[config.mk]
export PLATFORM = sky130hd
export DESIGN_NAME = conv_result_streamer
export DESIGN_NICKNAME = d
export VERILOG_FILES = /design/src/rtl/conv_result_streamer.sv
export SDC_FILE = /design/constraint.sdc
export NUM_CORES = 1
export LEC_CHECK = 0
export CAP_MARGIN = 0
export CORE_ASPECT_RATIO = 2
export CORE_MARGIN = 4
export CORE_UTILIZATION = 51
export CTS_BUF_LIST = sky130_fd_sc_hd__clkbuf_16
export DETAILED_ROUTE_END_ITERATION = 12
export PLACE_DENSITY = 0.76
export SETUP_SLACK_MARGIN = 0.2
export SLEW_MARGIN = 20
export SYNTH_ARGS = -nofsm -noshare
export SYNTH_HDL_FRONTEND = slang
export SYNTH_SLANG_ARGS = --single-unit
export TNS_END_PERCENT = 20
[constraint.sdc]
create_clock -name clk -period 3.15 [get_ports clk]
set_input_delay 0.4725 -clock clk [delete_from_list [all_inputs] [get_ports clk]]
set_output_delay 0.4725 -clock clk [all_outputs]
set_load 0.02 [all_outputs]
[src/rtl/conv_result_streamer.sv]
// Streams convolution results out of memory Z as a valid/ready beat stream,
// absorbing the RAM's 1-cycle read latency with a small credit-controlled FIFO.
module conv_result_streamer #(
    parameter int DATA_WIDTH_MEMZ = 16,
    parameter int ADDR_WIDTH_MEMZ = 6,
    parameter int FIFO_DEPTH      = 4
) (
    input  logic                       clk,
    input  logic                       rstn,
    input  logic                       start,
    input  logic [ADDR_WIDTH_MEMZ:0]   sizeZ,
    output logic [ADDR_WIDTH_MEMZ-1:0] memZ_raddr,
    input  logic [DATA_WIDTH_MEMZ-1:0] dataZ_read,
    output logic [DATA_WIDTH_MEMZ-1:0] out_data,
    output logic                       out_valid,
    input  logic                       out_ready,
    output logic                       out_last,
    output logic                       busy,
    output logic                       done
);

    localparam int PW = $clog2(FIFO_DEPTH);
    localparam int CW = PW + 1;

    typedef enum logic [1:0] {
        IDLE,
        READ,
        DRAIN,
        FINISH
    } state_t;

    state_t                     r_state;
    logic [ADDR_WIDTH_MEMZ:0]   r_issueCnt;
    logic [ADDR_WIDTH_MEMZ:0]   r_sendCnt;
    logic [ADDR_WIDTH_MEMZ-1:0] r_addr;
    logic                       r_inflight;
    logic                       r_busy;
    logic                       r_done;

    logic [DATA_WIDTH_MEMZ-1:0] r_mem [FIFO_DEPTH];
    logic [PW-1:0]              r_wptr;
    logic [PW-1:0]              r_rptr;
    logic [CW-1:0]              r_count;

    logic                       w_push;
    logic                       w_pop;
    logic                       w_issue;
    logic                       w_lastPop;
    logic [CW:0]                w_occupancy;

    assign w_push      = r_inflight;
    assign w_pop       = out_valid && out_ready;
    // Credit counts the word still in flight from the RAM so a full FIFO can never be overrun.
    assign w_occupancy = {1'b0, r_count} + {{CW{1'b0}}, r_inflight} - {{CW{1'b0}}, w_pop};
    assign w_issue     = (r_state == READ) && (r_issueCnt != '0)
                         && (w_occupancy < (CW+1)'(FIFO_DEPTH));
    assign w_lastPop   = w_pop && (r_sendCnt == (ADDR_WIDTH_MEMZ+1)'(1));

    always_ff @(posedge clk or negedge rstn) begin
        if (!rstn) begin
            r_state    <= IDLE;
            r_issueCnt <= '0;
            r_sendCnt  <= '0;
            r_addr     <= '0;
            r_inflight <= 1'b0;
            r_busy     <= 1'b0;
            r_done     <= 1'b0;
        end else begin
            r_inflight <= w_issue;
            case (r_state)
                IDLE: begin
                    r_done <= 1'b0;
                    if (start) begin
                        r_issueCnt <= sizeZ;
                        r_sendCnt  <= sizeZ;
                        r_addr     <= '0;
                        if (sizeZ == '0) begin
                            r_state <= FINISH;
                            r_done  <= 1'b1;
                            r_busy  <= 1'b0;
                        end else begin
                            r_state <= READ;
                            r_busy  <= 1'b1;
                        end
                    end
                end
                READ: begin
                    if (w_pop) begin
                        r_sendCnt <= r_sendCnt - 1'b1;
                    end
                    // The address is left on the last issued word so it never passes sizeZ-1.
                    if (w_issue) begin
                        r_issueCnt <= r_issueCnt - 1'b1;
                        if (r_issueCnt == (ADDR_WIDTH_MEMZ+1)'(1)) begin
                            r_state <= DRAIN;
                        end else begin
                            r_addr <= r_addr + 1'b1;
                        end
                    end
                end
                DRAIN: begin
                    if (w_pop) begin
                        r_sendCnt <= r_sendCnt - 1'b1;
                    end
                    if (w_lastPop) begin
                        r_state <= FINISH;
                        r_done  <= 1'b1;
                        r_busy  <= 1'b0;
                    end
                end
                FINISH: begin
                    r_state <= IDLE;
                    r_done  <= 1'b0;
                end
                default: begin
                    r_state <= IDLE;
                end
            endcase
        end
    end

    always_ff @(posedge clk or negedge rstn) begin
        if (!rstn) begin
            r_wptr  <= '0;
            r_rptr  <= '0;
            r_count <= '0;
        end else begin
            if (w_push) begin
                r_wptr <= r_wptr + 1'b1;
            end
            if (w_pop) begin
                r_rptr <= r_rptr + 1'b1;
            end
            case ({w_push, w_pop})
                2'b10:   r_count <= r_count + 1'b1;
                2'b01:   r_count <= r_count - 1'b1;
                default: r_count <= r_count;
            endcase
        end
    end

    always_ff @(posedge clk) begin
        if (w_push) begin
            r_mem[r_wptr] <= dataZ_read;
        end
    end

    assign memZ_raddr = r_addr;
    assign out_valid  = (r_count != '0);
    assign out_data   = out_valid ? r_mem[r_rptr] : '0;
    assign out_last   = out_valid && (r_sendCnt == (ADDR_WIDTH_MEMZ+1)'(1));
    assign busy       = r_busy;
    assign done       = r_done;

endmodule

==> results.yml, run 1 <==
timing:
  fmax_ghz: 0.363
  skew_ns: 0.00541
  rsz0062_at_grt: "false"
  final.min_clock_period_ns: 2.75
  finalSetupViolCount: 0
  fin_setup_tns_ns: 0
  setup_ws_ns: 0.398
  finalHoldViolCount: 0
  fin_crit_sh_pct: 87.4
  maxSlewHeadroom_pct: 42.2
  worstMarginPinSlew_ns: 0.867
  slew_violations: 0
grt:
  first_global_vias: 3418
  antenna_found_initial: 0
  grt_overflow: 0
  grt_use_total_pct: 20.4
  grt_max_degree: 33
  grt_pass1_wl_mm: 16.6
setup_path:
  r2r-end: "memZ_raddr[5]"
  endpoint_kind: "output pin"
  critical_path_buf_inv_count: 2
  slowest_stage: "mux4_2"
  worst_setup_path_start_kind: "register"
  path_class: "register to output pin"
  r2r_cells: 10
  required_ns: 2.68
  cp_top_family: "buffers and inverters"
  reg2reg_slack_ns: 0.40
  reg2reg_from: "r_count[2]"
  crit_fanout: 18
  cp-startpoint: "r_rptr[0]"
  arrival_ns: 2.28
  slowest_delay_ns: 0.57
  path_cells: "buf_4, mux4_2, nor2b_1, clkdlybuf4s50_1"
clocking:
  clkTransAtPathRegs_ns: 0.07
  cts_tree: "done"
  holdBufCountCts: 0
  clock_tree.root_cell: "clkbuf_16"
  htreeDepth: 3
  cts_sinks: 96
  post_cts_buffers: 0
  post_cts_resized: 0
  clk_latency_ns: 0.34
  cts_max_path_buffers: 2
  cts_inserted_buffers: 9
placement:
  pre_cts_slack_ns: 0.0629
  hpwl_mm: 7.19
  portBuffers: 52
  gp_congestion: 0.855
  placed_cell_area_sq_um: 5410
  dp.cells: 523
pwr:
  p_per_area_nw_per_um2: 439
  leakage_nw: 2.06
  ir_worst_vdd_mv: 0.475
worst_hold_path:
  hold_path_class: "register to register"
  whs_endpoint: "memZ_raddr[5]"
  hold_start: "memZ_raddr[5]"
  holdPathStages: 1
final_layout:
  nNetsFinal: 477
  layout_common_cells: "64 x edfxtp_1, 52 x clkdlybuf4s50_1, 32 x dfrtp_1"
  final_cells: 539
  final_common_cell: "edfxtp_1"
  diodes: 0
  final_util_pct: 63.4
  post_route_cells_drive_above_1_share_pct: 13.5
  area_delta_synth_final_pct: 21.6
  fillers: 648
  final_area_sq_um: 5710
drt:
  first_pass_iters: 4
  num_vias: 3274
  viasPerCell: 6.07
  drtIter0Drc: 181
  ant_nets: 0
  routed_wl_mm: 10.2
  wl_per_cell_um: 18.9
  drc: 0
die:
  initial_core_util_pct: 52.1
  ioPinCount: 53
  die_y_um: 144
  core_area_sq_um: 9010
  fp.dieW_um: 75.9
  num_rows: 49
  dieArea_sq_um: 10900
yosys:
  syn-num-nets: 413
  synth-edff-count: 64
  synth_area_per_cell_sq_um: 12.8
  ys.flop_type: "edfxtp_1"
  synth_warnings: 0
  syn_area_sq_um: 4700
  synth_cells: 368
  ys_async_sr_fraction_pct: 33.3
  ys_seq_area_share_pct: 57.9
  synth_seq_cells: 96
  synthDistinctLibCells: 56
job:
  maxCapViolations: 0
run_status:
  status: "completed"
[registers in the layout (all words and copies together), names as in the netlist]
name        flops
r_mem          64
r_issueCnt      7
r_sendCnt       7
memZ_raddr      6
r_count         3
r_rptr          2
r_state         2
r_wptr          2
busy            1
done            1
r_inflight      1
[logic make-up after synthesis]
family                   synth area share [%]
flip-flops                               57.9
XOR/XNOR                                 1.12
AO/OA/AOI/OAI                            9.88
AND/OR/NAND/NOR                          14.8
adder cells (fa/ha/maj)                  4.95
buffers and inverters                    2.50
multiplexers                             8.84
[layout make-up]
cell class	instances	area, sq um	area share (%)
Inverter	17	63.8	1.12
Timing Repair Buffer	67	633	11.1
Multi-Input combinational cell	241	1860	32.6
Clock buffer	9	225	3.94
Tap cell	102	128	2.23
Sequential cell	96	2720	47.7
Clock inverter	7	77.6	1.36
[metal layers]
layer	up-vias	part of all wire (%)	global-route usage (%)	wire length, um
met2	105	56	36.6	5670
met1	1618	36	21.7	3700
met3	31	4.1	4.20	419
met4	0	3.8	9.95	384
li1	1520	-	-	-
met5	-	0	0	0
[synthesized netlist by cell type, types with 8 or more instances]
cell type / n / area [sq um]
inv_1: 16 / 60.1
nor2b_1: 19 / 119
nor3_1: 8 / 40.0
dfrtp_1: 32 / 801
clkbuf_1: 12 / 45.0
nand3_1: 17 / 85.1
nor2_1: 15 / 56.3
mux4_2: 16 / 360
nand2_1: 28 / 105
o21ai_0: 24 / 120
ha_1: 17 / 213
edfxtp_1: 64 / 1920
a21oi_1: 18 / 90.1
[worst reg2reg max path, delay by kind of cell, from the launching register on]
kind,cells,cell delay (ns)
adders and majority gates,1,0.27
and+or+nand+nor,8,1.61
AOI/OAI and AO/OA,1,0.21
DFF,1,0.56
[stage by stage]
step | hold slack (ns) | power, mW
after CTS | 0.508 | 2.53
after global routing | 0.525 | 2.59
after detailed placement | 0.499 | 1.44
after floorplan | 0.177 | 1.38
final | 0.502 | 2.51
after global placement | 0.483 | 1.43
[report_power, final]
part	switching [mW]	internal [mW]
clock network	0.475	0.625
registers	0.000592	1.35
logic	0.0272	0.0337
total	0.503	2.01
[worst max-delay path by stage]
stage	to	cells past startpoint	slack, ns
2_1_floorplan	memZ_raddr[5]	10	0.44
3_3_place_gp	memZ_raddr[5]	10	0.11
6_report	out_data[6]	4	0.40
5_1_grt	memZ_raddr[4]	10	0.24
3_5_place_dp	memZ_raddr[5]	10	0.06
4_1_cts	out_data[6]	4	0.36
Power figures use the tool's default switching activity.
==> inputs of run 2 (changes only) <==
--- a/config.mk
+++ b/config.mk
@@ -11,6 +11,7 @@
 export CORE_UTILIZATION = 51
 export CTS_BUF_LIST = sky130_fd_sc_hd__clkbuf_16
 export DETAILED_ROUTE_END_ITERATION = 12
+export MAX_ROUTING_LAYER = met4
 export PLACE_DENSITY = 0.76
 export SETUP_SLACK_MARGIN = 0.2
 export SLEW_MARGIN = 20
==> run 2 against run 1 <==
  * Sequential cell count unchanged
  * Global-route usage up 0.94 points
  * Critical path depth grew 6
  * Final cell count is 0.19% lower
  * Routed wire length up 0.75%
  * Die area is the same
  * Utilization down 0.22 points
  * Fmax grew 0.43%
  * First-iteration DRC count rose by 22%
  * Combinational power grew 2%
  * Power fell by 2.4%
  * Largest cell class unchanged
==> results.yml, run 2 (same netlist as run 1, synthesis figures left out) <==
placement:
  hpwl_mm: 7.27
  gp_congestion: 0.868
  portBuffers: 52
drt:
  drtIter0Drc: 221
  drc: 0
  num_vias: 3289
  first_pass_iters: 5
  routed_wl_mm: 10.3
  viasPerCell: 6.11
  ant_nets: 0
  wl_per_cell_um: 19.1
die:
  fp.dieW_um: 75.9
  ioPinCount: 53
  initial_core_util_pct: 52.1
  die_y_um: 144
  core_area_sq_um: 9010
  dieArea_sq_um: 10900
  num_rows: 49
grt:
  antenna_found_initial: 0
  grt_max_degree: 33
  grt_pass1_wl_mm: 16.9
  grt_use_total_pct: 21.4
  first_global_vias: 3434
  grt_overflow: 0
timing:
  final.min_clock_period_ns: 2.74
  slew_violations: 0
  worstMarginPinSlew_ns: 0.897
  rsz0062_at_grt: "false"
  skew_ns: 0.00966
  fin_crit_sh_pct: 87.0
  fmax_ghz: 0.365
  fin_setup_tns_ns: 0
  maxSlewHeadroom_pct: 40.2
  finalSetupViolCount: 0
  finalHoldViolCount: 0
clocking:
  cts_sinks: 96
  cts_max_path_buffers: 2
  cts_inserted_buffers: 9
  clk_latency_ns: 0.34
  cts_tree: "done"
  htreeDepth: 3
  post_cts_buffers: 0
  clock_tree.root_cell: "clkbuf_16"
  clkTransAtPathRegs_ns: 0.06
setup_path:
  slowest_delay_ns: 0.53
  cpMostUsedCell: "nand2_1"
  path_cells: "clkdlybuf4s50_1, nor2b_2, nand2_1, ha_1, nand2_1, or4_4, nand4_4, nand3_4, or3_4, o31ai_2"
  arrival_ns: 2.98
  worst_setup_path_start_kind: "primary input"
  crit_fanout: 6
  required_ns: 3.39
  path_class: "primary input to register"
  r2r_cells: 10
  endpoint_kind: "register"
  slowest_stage: "or4_4"
pwr:
  leakage_nw: 2.05
  power_mw: 2.45
  p_per_area_nw_per_um2: 430
  ir_worst_vdd_mv: 0.465
run_status:
  status: "completed"
job:
  maxCapViolations: 0
final_layout:
  layout_common_cells: "64 x edfxtp_1, 52 x clkdlybuf4s50_1, 31 x dfrtp_1"
  regMostFlops: "r_mem"
  post_route_cells_drive_above_1_share_pct: 13.8
  area_delta_synth_final_pct: 21.2
  top_regs: "r_mem: 64 flops, r_issueCnt: 7 flops, r_sendCnt: 7 flops"
  final_common_cell: "edfxtp_1"
  nNetsFinal: 476
  diodes: 0
  largest_register_ffs: 64
worst_hold_path:
  hold_path_class: "register to register"
  holdPathStages: 1
run 2: repair_timing:
item | CTS | global route
endpoints found under the setup margin | 0 | 2
gates resized for setup | 0 | 2
hold buffers | 0 | 0
run 2: metrics by stage:
step,hold slack [ns],util (%),cell area (sq um),setup slack (ns),cells
after floorplan,0.177,-,4700,0.439,368
final,0.518,63.2,5690,0.410,538
after CTS,0.520,63.1,5690,0.347,538
after global routing,0.536,63.2,5690,0.239,538
after detailed placement,0.507,59.9,5400,0.0202,522
after global placement,0.483,59.9,5400,0.114,522
run 2: layer usage:
layer / share of wire (%) / up-vias / global-route usage (%)
li1: - / 1515 / -
met1: 36 / 1653 / 23.2
met2: 57 / 99 / 37.1
met3: 3.7 / 22 / 3.50
met4: 3.0 / 0 / 9.22
met5: 0 / - / -
run 2: final timing paths:
path,start,endpoint,slack [ns]
max in group asynchronous,rstn,r_count[2],2.29
min reg2reg,memZ_raddr[5],memZ_raddr[5],0.52
max reg2reg,r_count[0],memZ_raddr[5],0.46
max,out_ready,memZ_raddr[5],0.41
min,memZ_raddr[5],memZ_raddr[5],0.52
min in group asynchronous,rstn,r_state[1],0.53
run 2: final cells by class:
| class | instances | area [sq um] |
|---|---|---|
| flip-flops and latches | 96 | 2720 |
| multi-input cells | 241 | 1870 |
| clock buffers | 9 | 225 |
| fillers | 670 | 3320 |
| clock inverters | 7 | 61.3 |
| inverters | 17 | 63.8 |
| well taps | 102 | 128 |
| repair buffers | 66 | 626 |
run 2: critical path: cells and delay by family:
family	cells	cell delay [ns]
and+or+nand+nor	7	1.55
buffers and inverters	1	0.47
adders and majority gates	1	0.27
AOI/OAI and AO/OA	1	0.23
run 2: where the power goes:
part	switching [mW]	total [mW]	internal [mW]
logic	0.0283	0.0621	0.0338
clock network	0.487	1.04	0.552
registers	0.000680	1.35	1.35
